File: src/rtl/cpu_pkg.sv
// Shared definitions for the teaching CPU: opcode values and sequencer state encoding.
package cpu_pkg;

   localparam logic [1:0] OP_ADD  = 2'b00;
   localparam logic [1:0] OP_ADDI = 2'b01;
   localparam logic [1:0] OP_JMP  = 2'b10;
   localparam logic [1:0] OP_HALT = 2'b11;

   typedef enum logic [2:0] {
      ST_IDLE   = 3'd0,
      ST_FETCH  = 3'd1,
      ST_DECODE = 3'd2,
      ST_EXEC   = 3'd3,
      ST_WB     = 3'd4,
      ST_HALT   = 3'd5
   } state_t;

endpackage

File: src/rtl/instr_decoder.sv
// Combinational field extraction for the 8-bit instruction word held in IR.
module instr_decoder
   import cpu_pkg::*;
(
   input  logic [7:0] ir,
   output logic [1:0] op,
   output logic [1:0] rs,
   output logic [1:0] rt,
   output logic [1:0] rd,
   output logic [7:0] imm,
   output logic       alu_sel_imm,
   output logic [5:0] target
);

   // ADDI keeps its destination in IR[3:2]; every other format puts it in IR[1:0].
   always_comb begin
      op          = ir[7:6];
      rs          = ir[5:4];
      rt          = ir[3:2];
      rd          = ir[1:0];
      imm         = {6'b0, ir[1:0]};
      alu_sel_imm = 1'b0;
      target      = ir[5:0];
      if (ir[7:6] == OP_ADDI) begin
         rd          = ir[3:2];
         alu_sel_imm = 1'b1;
      end
   end

endmodule

File: src/rtl/cpu_sequencer.sv
// Multi-cycle control unit: fetches from the program ROM into IR, sequences
// FETCH/DECODE/EXEC/WB and drives register-file/ALU controls from IR.
module cpu_sequencer
   import cpu_pkg::*;
#(
   parameter int ADDR_W     = 8,
   parameter int PROG_DEPTH = 32,
   parameter int CNT_W      = 16
)(
   input  logic              clk,
   input  logic              clear,
   input  logic              start,
   input  logic              step_mode,
   input  logic [7:0]        instruction,
   output logic [ADDR_W-1:0] instr_addr,
   output logic [1:0]        rf_rs,
   output logic [1:0]        rf_rt,
   output logic [1:0]        rf_rd,
   output logic              alu_sel_imm,
   output logic [7:0]        imm,
   output logic              rf_we,
   output logic              busy,
   output logic              halted,
   output logic              fault,
   output logic [CNT_W-1:0]  instr_count
);

   localparam logic [ADDR_W:0] DEPTH_LIM = (ADDR_W+1)'(PROG_DEPTH);

   state_t            state;
   logic [7:0]        ir;
   logic [ADDR_W-1:0] pc;
   logic [1:0]        op;
   logic [5:0]        target;
   logic [ADDR_W:0]   pc_inc;
   logic [ADDR_W:0]   jump_ext;

   // Decoded fields come straight from IR, which only changes in FETCH, so they
   // are stable from DECODE through WB and frozen in HALT.
   instr_decoder u_decoder (
      .ir          (ir),
      .op          (op),
      .rs          (rf_rs),
      .rt          (rf_rt),
      .rd          (rf_rd),
      .imm         (imm),
      .alu_sel_imm (alu_sel_imm),
      .target      (target)
   );

   assign instr_addr = pc;
   assign pc_inc     = {1'b0, pc} + (ADDR_W+1)'(1);
   assign jump_ext   = (ADDR_W+1)'(target);

   // One extra PC bit lets both overrun checks compare against the program depth directly.
   always_ff @(posedge clk or negedge clear) begin
      if (!clear) begin
         state       <= ST_IDLE;
         ir          <= 8'h00;
         pc          <= '0;
         rf_we       <= 1'b0;
         busy        <= 1'b0;
         halted      <= 1'b0;
         fault       <= 1'b0;
         instr_count <= '0;
      end else begin
         rf_we <= 1'b0;
         case (state)
            ST_IDLE: begin
               if (start) begin
                  state <= ST_FETCH;
                  busy  <= 1'b1;
               end
            end
            ST_FETCH: begin
               ir    <= instruction;
               state <= ST_DECODE;
            end
            ST_DECODE: begin
               if (op == OP_HALT) begin
                  state  <= ST_HALT;
                  busy   <= 1'b0;
                  halted <= 1'b1;
               end else begin
                  state <= ST_EXEC;
               end
            end
            ST_EXEC: begin
               if (op == OP_JMP) begin
                  if (jump_ext >= DEPTH_LIM) begin
                     state  <= ST_HALT;
                     busy   <= 1'b0;
                     halted <= 1'b1;
                     fault  <= 1'b1;
                  end else begin
                     pc <= ADDR_W'(target);
                     if (!(&instr_count))
                        instr_count <= instr_count + CNT_W'(1);
                     if (step_mode) begin
                        state <= ST_IDLE;
                        busy  <= 1'b0;
                     end else begin
                        state <= ST_FETCH;
                     end
                  end
               end else begin
                  state <= ST_WB;
                  rf_we <= 1'b1;
               end
            end
            ST_WB: begin
               if (!(&instr_count))
                  instr_count <= instr_count + CNT_W'(1);
               if (pc_inc == DEPTH_LIM) begin
                  state  <= ST_HALT;
                  busy   <= 1'b0;
                  halted <= 1'b1;
                  fault  <= 1'b1;
               end else begin
                  pc <= pc_inc[ADDR_W-1:0];
                  if (step_mode) begin
                     state <= ST_IDLE;
                     busy  <= 1'b0;
                  end else begin
                     state <= ST_FETCH;
                  end
               end
            end
            ST_HALT: begin
               state <= ST_HALT;
            end
            default: begin
               state <= ST_IDLE;
               busy  <= 1'b0;
            end
         endcase
      end
   end

endmodule

File: config.mk
export PLATFORM = sky130hd
export DESIGN_NAME = cpu_sequencer
export DESIGN_NICKNAME = d
export VERILOG_FILES = /design/src/rtl/cpu_pkg.sv /design/src/rtl/instr_decoder.sv /design/src/rtl/cpu_sequencer.sv
export SDC_FILE = /design/constraint.sdc
export NUM_CORES = 1
export LEC_CHECK = 0
export CAP_MARGIN = 5
export CORE_ASPECT_RATIO = 0.8
export CORE_MARGIN = 1
export CORE_UTILIZATION = 30
export DETAILED_ROUTE_END_ITERATION = 10
export PLACE_DENSITY_LB_ADDON = 0.2
export SLEW_MARGIN = 20
export SYNTH_ARGS = -nofsm -noshare
export SYNTH_HDL_FRONTEND = slang
export SYNTH_HIERARCHICAL = 1
export SYNTH_SLANG_ARGS = --single-unit
export TNS_END_PERCENT = 50
File: constraint.sdc
create_clock -name clk -period 2.5 [get_ports clk]
set_input_delay 0.5 -clock clk [delete_from_list [all_inputs] [get_ports clk]]
set_output_delay 0.5 -clock clk [all_outputs]
set_load 0.05 [all_outputs]
==> flow_summary_export.csv, run 1 <==
group,metric,value,unit
outcome,status,"complete, no violations",
synthesis,synth_top_flop_cell,"sky130_fd_sc_hd__dfrtp_1",
final_layout,num-fill-cells,710,
final_layout,area_growth_syn_to_layout,24.2,%
detailed_routing,drt-pass1-iter-count,4,
clocking,htree_num_levels,2,
floorplanning,total_die_area,7600,sq um
timing,worst-slew-pin-transition,0.520,ns
pwr,power-per-cell-area,1270,nW/um^2
setup_path,crit_fanout,7,
floorplanning,design.core.area,6960,sq um
synthesis,avgSynthCellArea,9.93,sq um
synthesis,post_synth_most_frequent_cells,"39 x sky130_fd_sc_hd__dfrtp_1, 20 x sky130_fd_sc_hd__buf_4, 20 x sky130_fd_sc_hd__nand2_1, 16 x sky130_fd_sc_hd__nor2_1, 13 x sky130_fd_sc_hd__a21oi_1",
synthesis,post_synth_inst_count,219,
timing,fmax,431,MHz
synthesis,main_combinational_cell_family_by_area_after_synthesis,"simple AND/OR/NAND/NOR gates",
setup_path,cp-start-kind,"register",
final_layout,final_core_utilization,38.8,%
clocking,ctsHoldBuffers,0,
hold_path,hp-class,"in2async",
clocking,cts_buffer_depth,2,
pwr,static-leakage-power,0.00114,uW
synthesis,seq_area_frac_synth,44.9,%
clocking,insertion_delay,0.29,ns
timing,min_period_over_period,92.8,%
timing,max_slew_margin,65.2,%
detailed_routing,drtIter0Drc,75,
floorplanning,pin_count,55,
timing,finalWorstPathRequiredPeriod,2.32,ns
floorplanning,die_x,97.2,um
timing,maxSlewViolCount,0,
synthesis,adder_cell_share_of_the_synthesized_area,1.15,%
detailed_routing,dr_total_vias,1693,
setup_path,critPathSlowestCell,"sky130_fd_sc_hd__clkdlybuf4s50_1",
floorplanning,initial_core_util,31.2,%
grt,grtUsageTotal,13.5,%
synthesis,synth_simple_gate_area_share,20.0,%
floorplanning,fp.dieH,78.2,um
detailed_routing,avgViaCountPerCell,4.92,
synthesis,yosysMostFrequentCell,"sky130_fd_sc_hd__dfrtp_1",
clocking,clkTransAtPathRegs,0.07,ns
place,hpwl,3490,um
clocking,clock_tree.root_cell,"sky130_fd_sc_hd__clkbuf_8",
grt,grt_pass1_vias,1585,
synthesis,edff_count_synth,0,
clocking,tritoncts,"yes",
setup_path,setup.worst_path.class,"reg2out",
grt,grt_start_max_net_pins,29,
final_layout,total_inserted_antenna_cells,0,
synthesis,synth.cell_area,2170,sq um
detailed_routing,postRouteWirelength,4820,um
grt,grt_residual_overflow,0,
synthesis,synth.top_cell.area_share,44.9,%
final_layout,finalNetCount,271,
clocking,cts_post_setup_buffers_inserted,0,
detailed_routing,final_antenna_net_count,0,
setup_path,slowest_delay,0.82,ns
floorplanning,rows,27,
detailed_routing,drc,0,
synthesis,postSynthRegisterBits,39,
timing,rsz_0062_raised_after_global_routing,"false",
timing,setup_violations,0,
setup_path,required,2.00,ns
detailed_routing,routedWlPerCell,14.0,um
clocking,number_of_buffers_inserted_during_clock_tree_synthesis,5,
synthesis,synth_top_area_cell,"sky130_fd_sc_hd__dfrtp_1",
final_layout,drive_gt1_share,12.5,%
synthesis,synth-compound-area-share,12.2,%
pwr,power.ir.vdd_worst,630,uV
synthesis,post_synth_xor_area_fraction,5.64,%
job,maxCapViolCount,0,
timing,finalHoldViolations,0,
synthesis,synthArstFlopShare,100,%
grt,grt_first_pass_wirelength,8110,um
setup_path,setup.worst_path.end_class,"output pin",
clocking,clock-sinks,39,
synthesis,synth.area.top_cells,"sky130_fd_sc_hd__dfrtp_1 45%, sky130_fd_sc_hd__buf_4 6.9%, sky130_fd_sc_hd__mux2_2 4.7%, sky130_fd_sc_hd__xor2_1 4.0%, sky130_fd_sc_hd__nand2_1 3.5%",
place,io_buffers,48,
synthesis,yosysWarnings,6,
grt,grt_antenna_before_repair,0,
place,placer_s_final_routability_congestion_estimate,0.777,
synthesis,synth_cell_type_count,44,
timing,totalNegativeSetupSlack,0,ns
synthesis,synth.mux.area_fraction,6.96,%
timing,finClkSkew,0.00231,ns
setup_path,critical_path.cell_chain,"nor2b_4, clkdlybuf4s50_1",
setup_path,worst_ep_arrival_time,1.82,ns
==> area by class of cell <==
class                           instances  area (sq um)  share of cell area, %
Clock buffer                            6          82.6                   3.06
Clock inverter                          1          5.00                  0.185
Inverter                                3          11.3                  0.417
Multi-Input combinational cell        157          1020                   37.8
Sequential cell                        39           976                   36.1
Tap cell                               87           109                   4.03
Timing Repair Buffer                   51           495                   18.4
==> cell usage in the layout, fill, tap and decap left out, drive strengths merged, types with 4 or more instances in the layout <==
| master | count |
|---|---|
| nor3 | 10 |
| buf | 4 |
| clkdlybuf4s50 | 45 |
| clkbuf | 6 |
| nand3 | 10 |
| xor2 | 10 |
| a31oi | 6 |
| dfrtp | 39 |
| nor2 | 16 |
| conb | 6 |
| nand2 | 20 |
| xnor2 | 4 |
| o21ai | 10 |
| mux2 | 11 |
| a21oi | 13 |
==> registers in the layout, indices dropped and copies added, names as in the netlist <==
signal,count
instr_count,16
instr_addr,8
ir,8
state,3
busy,1
fault,1
halted,1
rf_we,1
==> stage by stage <==
stage | cells | hold WS (ns) | total power, uW | area, sq um | setup WS (ns)
5_1_grt | 344 | 0.0955 | 3650 | 2700 | 0.112
3_3_place_gp | 337 | 0.395 | 3020 | 2620 | 0.325
4_1_cts | 344 | 0.0805 | 3470 | 2700 | 0.168
6_report | 344 | 0.0731 | 3440 | 2700 | 0.180
3_5_place_dp | 337 | 0.398 | 3030 | 2620 | 0.312
2_1_floorplan | 224 | 0.204 | 2620 | 2190 | 0.343
==> layer usage <==
layer	track usage (%)	vias to the layer above	share of wire, %
li1	-	828	-
met3	3.56	7	4.7
met5	0	-	0
met2	17.7	48	41
met4	4.93	0	1.0
met1	20.6	810	54
==> power breakdown <==
| part | internal (uW) | leakage (uW) | switching [uW] |
|---|---|---|---|
| Sequential | 826 | 0.000490 | 291 |
| Combinational | 703 | 0.000599 | 1180 |
| Clock | 217 | 0.0000470 | 222 |
==> cell families (layout without fill, tap and decap cells) <==
logic type | count (synthesis) | after routing
XOR/XNOR | 14 | 14
multiplexers | 13 | 13
adder cells (fa/ha/maj) | 2 | 2
buffers and inverters | 28 | 61
AND/OR/NAND/NOR | 82 | 82
other | 1 | 6
AO/OA/AOI/OAI | 40 | 40
flip-flops | 39 | 39
==> critical path, delay by kind of cell (launching register included) <==
kind / cells / cell delay, ns
AND/OR/NAND/NOR: 1 / 0.24
buffers and inverters: 1 / 0.82
flip-flops: 1 / 0.47
==> worst paths after layout <==
path / from / endpoint / slack, ns / cells after the start
max: ir[6] / alu_sel_imm / 0.18 / 2
min: clear / rf_we / 0.07 / 1
max reg2reg: ir[7] / instr_count[7] / 0.50 / 5
min reg2reg: halted / halted / 0.48 / 2
max in group asynchronous: clear / instr_count[14] / 1.75 / 2
min in group clk: halted / halted / 0.48 / 2
==> repair_timing <==
action,CTS,global route
resized for setup,2,0
endpoints found under the hold margin,0,0
endpoints found under the setup margin,2,0
Note: power is estimated with default switching activity, not from simulation.
==> run 2: changes to the inputs <==
- CTS_BUF_LIST: default -> sky130_fd_sc_hd__clkbuf_8
- SKIP_LAST_GASP: default -> 1
- SLEW_MARGIN: 20 -> default
==> run 2 against run 1 <==
Non-clock buffer count unchanged. Final cell count stayed put. Die area stayed put. Utilization increased by 0.054 points. Worst hold slack unchanged. Wire length is the same. Cell area up 0.14%. Largest cell class unchanged. Global-route usage unchanged. Combinational power about the same. Via count stayed put.
==> flow_summary_export.csv, run 2 (synthesis results as in run 1) <==
group,metric,value,unit
outcome,status,"complete, no violations",
timing,setup_violations,0,
detailed_routing,final_antenna_net_count,0,
final_layout,finalNetCount,271,
pwr,power.ir.vdd_worst,631,uV
detailed_routing,dr_total_vias,1693,
clocking,insertion_delay,0.29,ns
final_layout,total_inserted_antenna_cells,0,
setup_path,r2r-start,"ir[7]",
floorplanning,design.core.area,6960,sq um
timing,worst-slew-pin-transition,0.520,ns
final_layout,layout.cells.most_common_list,"45 x sky130_fd_sc_hd__clkdlybuf4s50_1, 39 x sky130_fd_sc_hd__dfrtp_1, 20 x sky130_fd_sc_hd__nand2_1, 16 x sky130_fd_sc_hd__nor2_1, 13 x sky130_fd_sc_hd__a21oi_1",
grt,grt_start_max_net_pins,29,
clocking,number_of_buffers_inserted_during_clock_tree_synthesis,5,
hold_path,hp-class,"in2async",
detailed_routing,routedWlPerCell,14.0,um
setup_path,setup.worst_path.class,"reg2out",
setup_path,worst_ep_arrival_time,1.82,ns
clocking,clock_tree.root_cell,"sky130_fd_sc_hd__clkbuf_8",
setup_path,setup.worst_path.end_class,"output pin",
setup_path,cp-start-kind,"register",
setup_path,required,2.00,ns
floorplanning,rows,27,
grt,grt_first_pass_wirelength,8110,um
final_layout,layout.cells.most_common,"sky130_fd_sc_hd__clkdlybuf4s50_1",
job,maxCapViolCount,0,
floorplanning,fp.dieH,78.2,um
clocking,clock-sinks,39,
grt,grt_antenna_before_repair,0,
detailed_routing,drc,0,
timing,finalWorstPathRequiredPeriod,2.32,ns
grt,grtUsageTotal,13.5,%
setup_path,slowest_delay,0.82,ns
floorplanning,pin_count,55,
grt,grt_residual_overflow,0,
timing,maxSlewViolCount,0,
clocking,tritoncts,"yes",
setup_path,critPathSlowestCell,"sky130_fd_sc_hd__clkdlybuf4s50_1",
setup_path,crit_fanout,7,
setup_path,critical_path.cell_chain,"nor2b_4, clkdlybuf4s50_1",
final_layout,largest_register,"instr_count",
timing,totalNegativeSetupSlack,0,ns
timing,finClkSkew,0.00231,ns
final_layout,drive_gt1_share,12.5,%
timing,finalHoldViolations,0,
grt,grt_pass1_vias,1585,
timing,rsz_0062_raised_after_global_routing,"false",
final_layout,largest_register_ff_count,16,
clocking,cts_buffer_depth,2,
place,placer_s_final_routability_congestion_estimate,0.777,
floorplanning,initial_core_util,31.2,%
timing,min_period_over_period,92.8,%
clocking,htree_num_levels,2,
detailed_routing,avgViaCountPerCell,4.92,
timing,max_slew_margin,65.2,%
detailed_routing,drt-pass1-iter-count,4,
detailed_routing,postRouteWirelength,4820,um
pwr,power-per-cell-area,1270,nW/um^2
place,hpwl,3490,um
floorplanning,die_x,97.2,um
setup_path,setup.reg_to_reg.worst_slack,0.50,ns
place,io_buffers,48,
final_layout,num-fill-cells,708,
final_layout,stdcell_area,2700,sq um
detailed_routing,drtIter0Drc,75,
clocking,clkTransAtPathRegs,0.07,ns
floorplanning,total_die_area,7600,sq um
place,detailed_place.area,2620,sq um
setup_path,regToRegEndpoint,"instr_count[7]",
final_layout,area_growth_syn_to_layout,24.3,%
setup_path,rr_worst_depth,5,
pwr,static-leakage-power,0.00114,uW
timing,fmax,431,MHz
clocking,ctsHoldBuffers,0,
run 2: worst max-delay path by stage:
stage	slack [ns]	start	end	depth (start not counted)
after floorplan	0.34	instr_count[0]	instr_count[1]	5
after global placement	0.32	ir[6]	rf_rd[0]	3
after detailed placement	0.31	ir[6]	rf_rd[0]	3
after CTS	-0.01	ir[6]	rf_rd[1]	3
after global routing	0.11	ir[6]	alu_sel_imm	2
final	0.18	ir[6]	alu_sel_imm	2
run 2: routing by layer:
| metal | GRT usage (%) | vias up | routed length [um] |
|---|---|---|---|
| met5 | 0 | - | 0 |
| met4 | 4.93 | 0 | 48 |
| met3 | 3.56 | 7 | 225 |
| met2 | 17.7 | 48 | 1950 |
| met1 | 20.6 | 810 | 2590 |
| li1 | - | 828 | - |
run 2: cell type report:
cell class	count	area, sq um	share of cell area, %
clock buffer	6	82.6	3.05
clock inverter	1	5.00	0.185
inverter	3	11.3	0.416
multi-input combinational	157	1020	37.8
sequential	39	976	36.1
tap	87	109	4.03
timing repair buffer	51	499	18.5
run 2: repair_timing:
item                                    4_1_cts  5_1_grt
endpoints found under the hold margin         0        0
endpoints found under the setup margin        2        1
setup buffers                                 0        0
resized for setup                             1        1
run 2: critical path, delay by kind of cell (launching register included):
kind	cells	cell delay [ns]
buf+inv	1	0.82
flops	1	0.47
simple gates	1	0.24
run 2: metrics by stage:
step	hold WS [ns]	power, uW	utilization (%)	setup slack, ns	instances
finish	0.0731	3440	38.9	0.180	344
global route	0.0955	3650	38.9	0.112	344
CTS	0.0805	3480	38.8	-0.0109	344
detailed placement	0.398	3030	37.6	0.312	337
global placement	0.395	3020	37.6	0.325	337
floorplan	0.204	2620	-	0.343	224
run 2: power breakdown:
| group | internal, uW | switching, uW |
|---|---|---|
| combinational | 711 | 1180 |
| clock | 217 | 222 |
| sequential | 826 | 291 |
| total | 1750 | 1690 |
==> run 3: changes to the inputs <==
- CORE_UTILIZATION: 30 -> 50
- SETUP_SLACK_MARGIN: default -> 0.5
==> run 3 against run 2 <==
Worst hold slack better by 0.23 ns. Via count increased by 2.1%. Cell area rose by 0.69%. Sequential cell count unchanged. Maximum frequency increased by 15%. Clock skew rose by 0.0050 ns. Setup slack improved by 0.30 ns. Highest routed layer unchanged.
==> flow_summary_export.csv, run 3 (synthesis results as in run 1) <==
group,metric,value,unit
detailed_routing,postRouteWirelength,4580,um
timing,whs,0.304,ns
setup_path,path_buf_inv,1,
timing,min_period_over_period,81.0,%
pwr,power.switching_fraction,50.2,%
floorplanning,fp.dieH,61.0,um
detailed_routing,drtIter0Drc,121,
setup_path,setup.worst_path.end_class,"output pin",
grt,grt_first_pass_wirelength,6950,um
setup_path,required,2.00,ns
place,hpwl,3240,um
detailed_routing,final_antenna_net_count,0,
timing,totalNegativeSetupSlack,0,ns
final_layout,layout.cells.most_common,"sky130_fd_sc_hd__dfrtp_1",
setup_path,rr_worst_depth,6,
setup_path,setup.worst_path.class,"reg2out",
detailed_routing,avgViaCountPerCell,5.42,
setup_path,cp-start-kind,"register",
final_layout,largest_register_ff_count,16,
timing,max_slew_margin,44.6,%
floorplanning,initial_core_util,52.1,%
floorplanning,total_die_area,4620,sq um
place,placer_s_final_routability_congestion_estimate,0.822,
pwr,intPower,1700,uW
setup_path,critical_path.cell_chain,"clkdlybuf4s50_1",
clocking,htree_num_levels,2,
clocking,clock-sinks,39,
detailed_routing,routedWlPerCell,14.4,um
clocking,tritoncts,"yes",
final_layout,drive_gt1_share,18.7,%
floorplanning,design.core.area,4180,sq um
timing,fmax,494,MHz
grt,grtUsageTotal,20.8,%
floorplanning,rows,21,
clocking,clock_tree.root_cell,"sky130_fd_sc_hd__clkbuf_8",
floorplanning,die_x,75.7,um
place,detailed_place.area,2570,sq um
pwr,design_power_total,3410,uW
final_layout,total_inserted_antenna_cells,0,
pwr,power.sequential.fraction,32.9,%
final_layout,largest_register,"instr_count",
final_layout,area_growth_syn_to_layout,25.2,%
setup_path,slowest_delay,0.82,ns
job,maxCapViolCount,0,
grt,grt_antenna_before_repair,0,
timing,maxSlewViolCount,0,
pwr,total_switching_power,1710,uW
clocking,cts_buffer_depth,2,
setup_path,critical_path.top_delay_family,"buffers and inverters",
timing,worst-slew-pin-transition,0.831,ns
place,dp.cells,305,
timing,finalWorstPathRequiredPeriod,2.02,ns
detailed_routing,drt-pass1-iter-count,4,
grt,grt_pass1_vias,1403,
timing,setup_violations,0,
floorplanning,pin_count,55,
detailed_routing,drc,0,
setup_path,critPathSlowestCell,"sky130_fd_sc_hd__clkdlybuf4s50_1",
final_layout,finalNonFillerCells,319,
pwr,power.share.clock,12.4,%
final_layout,layout.cells.most_common_list,"30 x sky130_fd_sc_hd__dfrtp_1, 21 x sky130_fd_sc_hd__clkdlybuf4s50_1, 20 x sky130_fd_sc_hd__nand2_1, 16 x sky130_fd_sc_hd__nor2_1, 14 x sky130_fd_sc_hd__dlygate4sd2_1",
outcome,status,"complete, no violations",
pwr,power-per-cell-area,1250,nW/um^2
hold_path,hp-class,"in2async",
place,io_buffers,48,
clocking,insertion_delay,0.29,ns
final_layout,stdcell_area,2720,sq um
pwr,static-leakage-power,0.00132,uW
pwr,power.ir.vdd_worst,592,uV
grt,grt_start_max_net_pins,40,
setup_path,cp.depth,1,
timing,finClkSkew,0.00730,ns
timing,rsz_0062_raised_after_global_routing,"true",
grt,grt_residual_overflow,0,
setup_path,crit_fanout,5,
detailed_routing,dr_total_vias,1729,
clocking,number_of_buffers_inserted_during_clock_tree_synthesis,5,
timing,finalHoldViolations,0,
pwr,combPwrFrac,54.7,%
clocking,clkTransAtPathRegs,0.08,ns
setup_path,worst_ep_arrival_time,1.52,ns
final_layout,finalNetCount,275,
## run 3: cell count changes in the layout (fill, tap and decap cells not counted), moves of 2 or more
cell,change
sky130_fd_sc_hd__dfrtp_2,+9
sky130_fd_sc_hd__dfrtp_1,-9
sky130_fd_sc_hd__buf_4,+4
sky130_fd_sc_hd__dlymetal6s2s_1,+9
sky130_fd_sc_hd__clkdlybuf4s50_1,-24
sky130_fd_sc_hd__buf_2,+2
sky130_fd_sc_hd__clkinvlp_4,+2
sky130_fd_sc_hd__dlygate4sd2_1,+13
## run 3: layout make-up
| class | instances | area (sq um) |
|---|---|---|
| inverter | 3 | 11.3 |
| fill | 342 | 1460 |
| clock inverter | 3 | 20.0 |
| sequential | 39 | 987 |
| timing repair buffer | 55 | 526 |
| multi-input combinational | 157 | 1040 |
| clock buffer | 5 | 68.8 |
| tap | 57 | 71.3 |
## run 3: final timing paths
kind                                  end            from  slack [ns]
setup / recovery           instr_count[0]  instr_count[0]        0.48
hold / removal                      ir[6]           clear        0.30
setup reg to reg            instr_addr[0]   instr_addr[0]        0.55
hold reg to reg                     fault           fault        0.48
max in group asynchronous  instr_count[0]           clear        1.62
min in group clk                    fault           fault        0.48
## run 3: stage by stage
stage               setup WS (ns)  util [%]
floorplan                   0.516         -
global placement            0.354      61.5
detailed placement          0.297      61.5
CTS                         0.402      63.2
global route                0.441      65.2
finish                      0.475      65.2
## run 3: layer usage
layer  global-route usage, %  vias to the layer above  wire length (um)
li1                        -                      839                 -
met1                    31.9                      813              2270
met2                    29.3                       75              1920
met3                    5.98                        2               361
met4                    3.97                        0                27
met5                       0                        -                 0
## run 3: power groups by stage
stage / combinational, uW / clock [uW] / sequential, uW
after CTS: 1820 / 433 / 1120
after global routing: 1990 / 462 / 1160
final: 1870 / 422 / 1120
after global placement: 1870 / 0 / 1120
after floorplan: 1240 / 0 / 1380
after detailed placement: 1880 / 0 / 1130
## run 3: worst register-to-register path: cells and delay by family (launching register included)
kind                       cells  cell delay [ns]
adders and majority gates      1             0.25
DFF                            1             0.44
and+or+nand+nor                3             0.84
AOI/OAI and AO/OA              2             0.29
## run 3: repair_timing
item,in CTS,in global routing
pin swaps,0,2
setup endpoints to repair,33,29
setup buffers,0,6
hold buffers,0,0
resized for setup,23,17
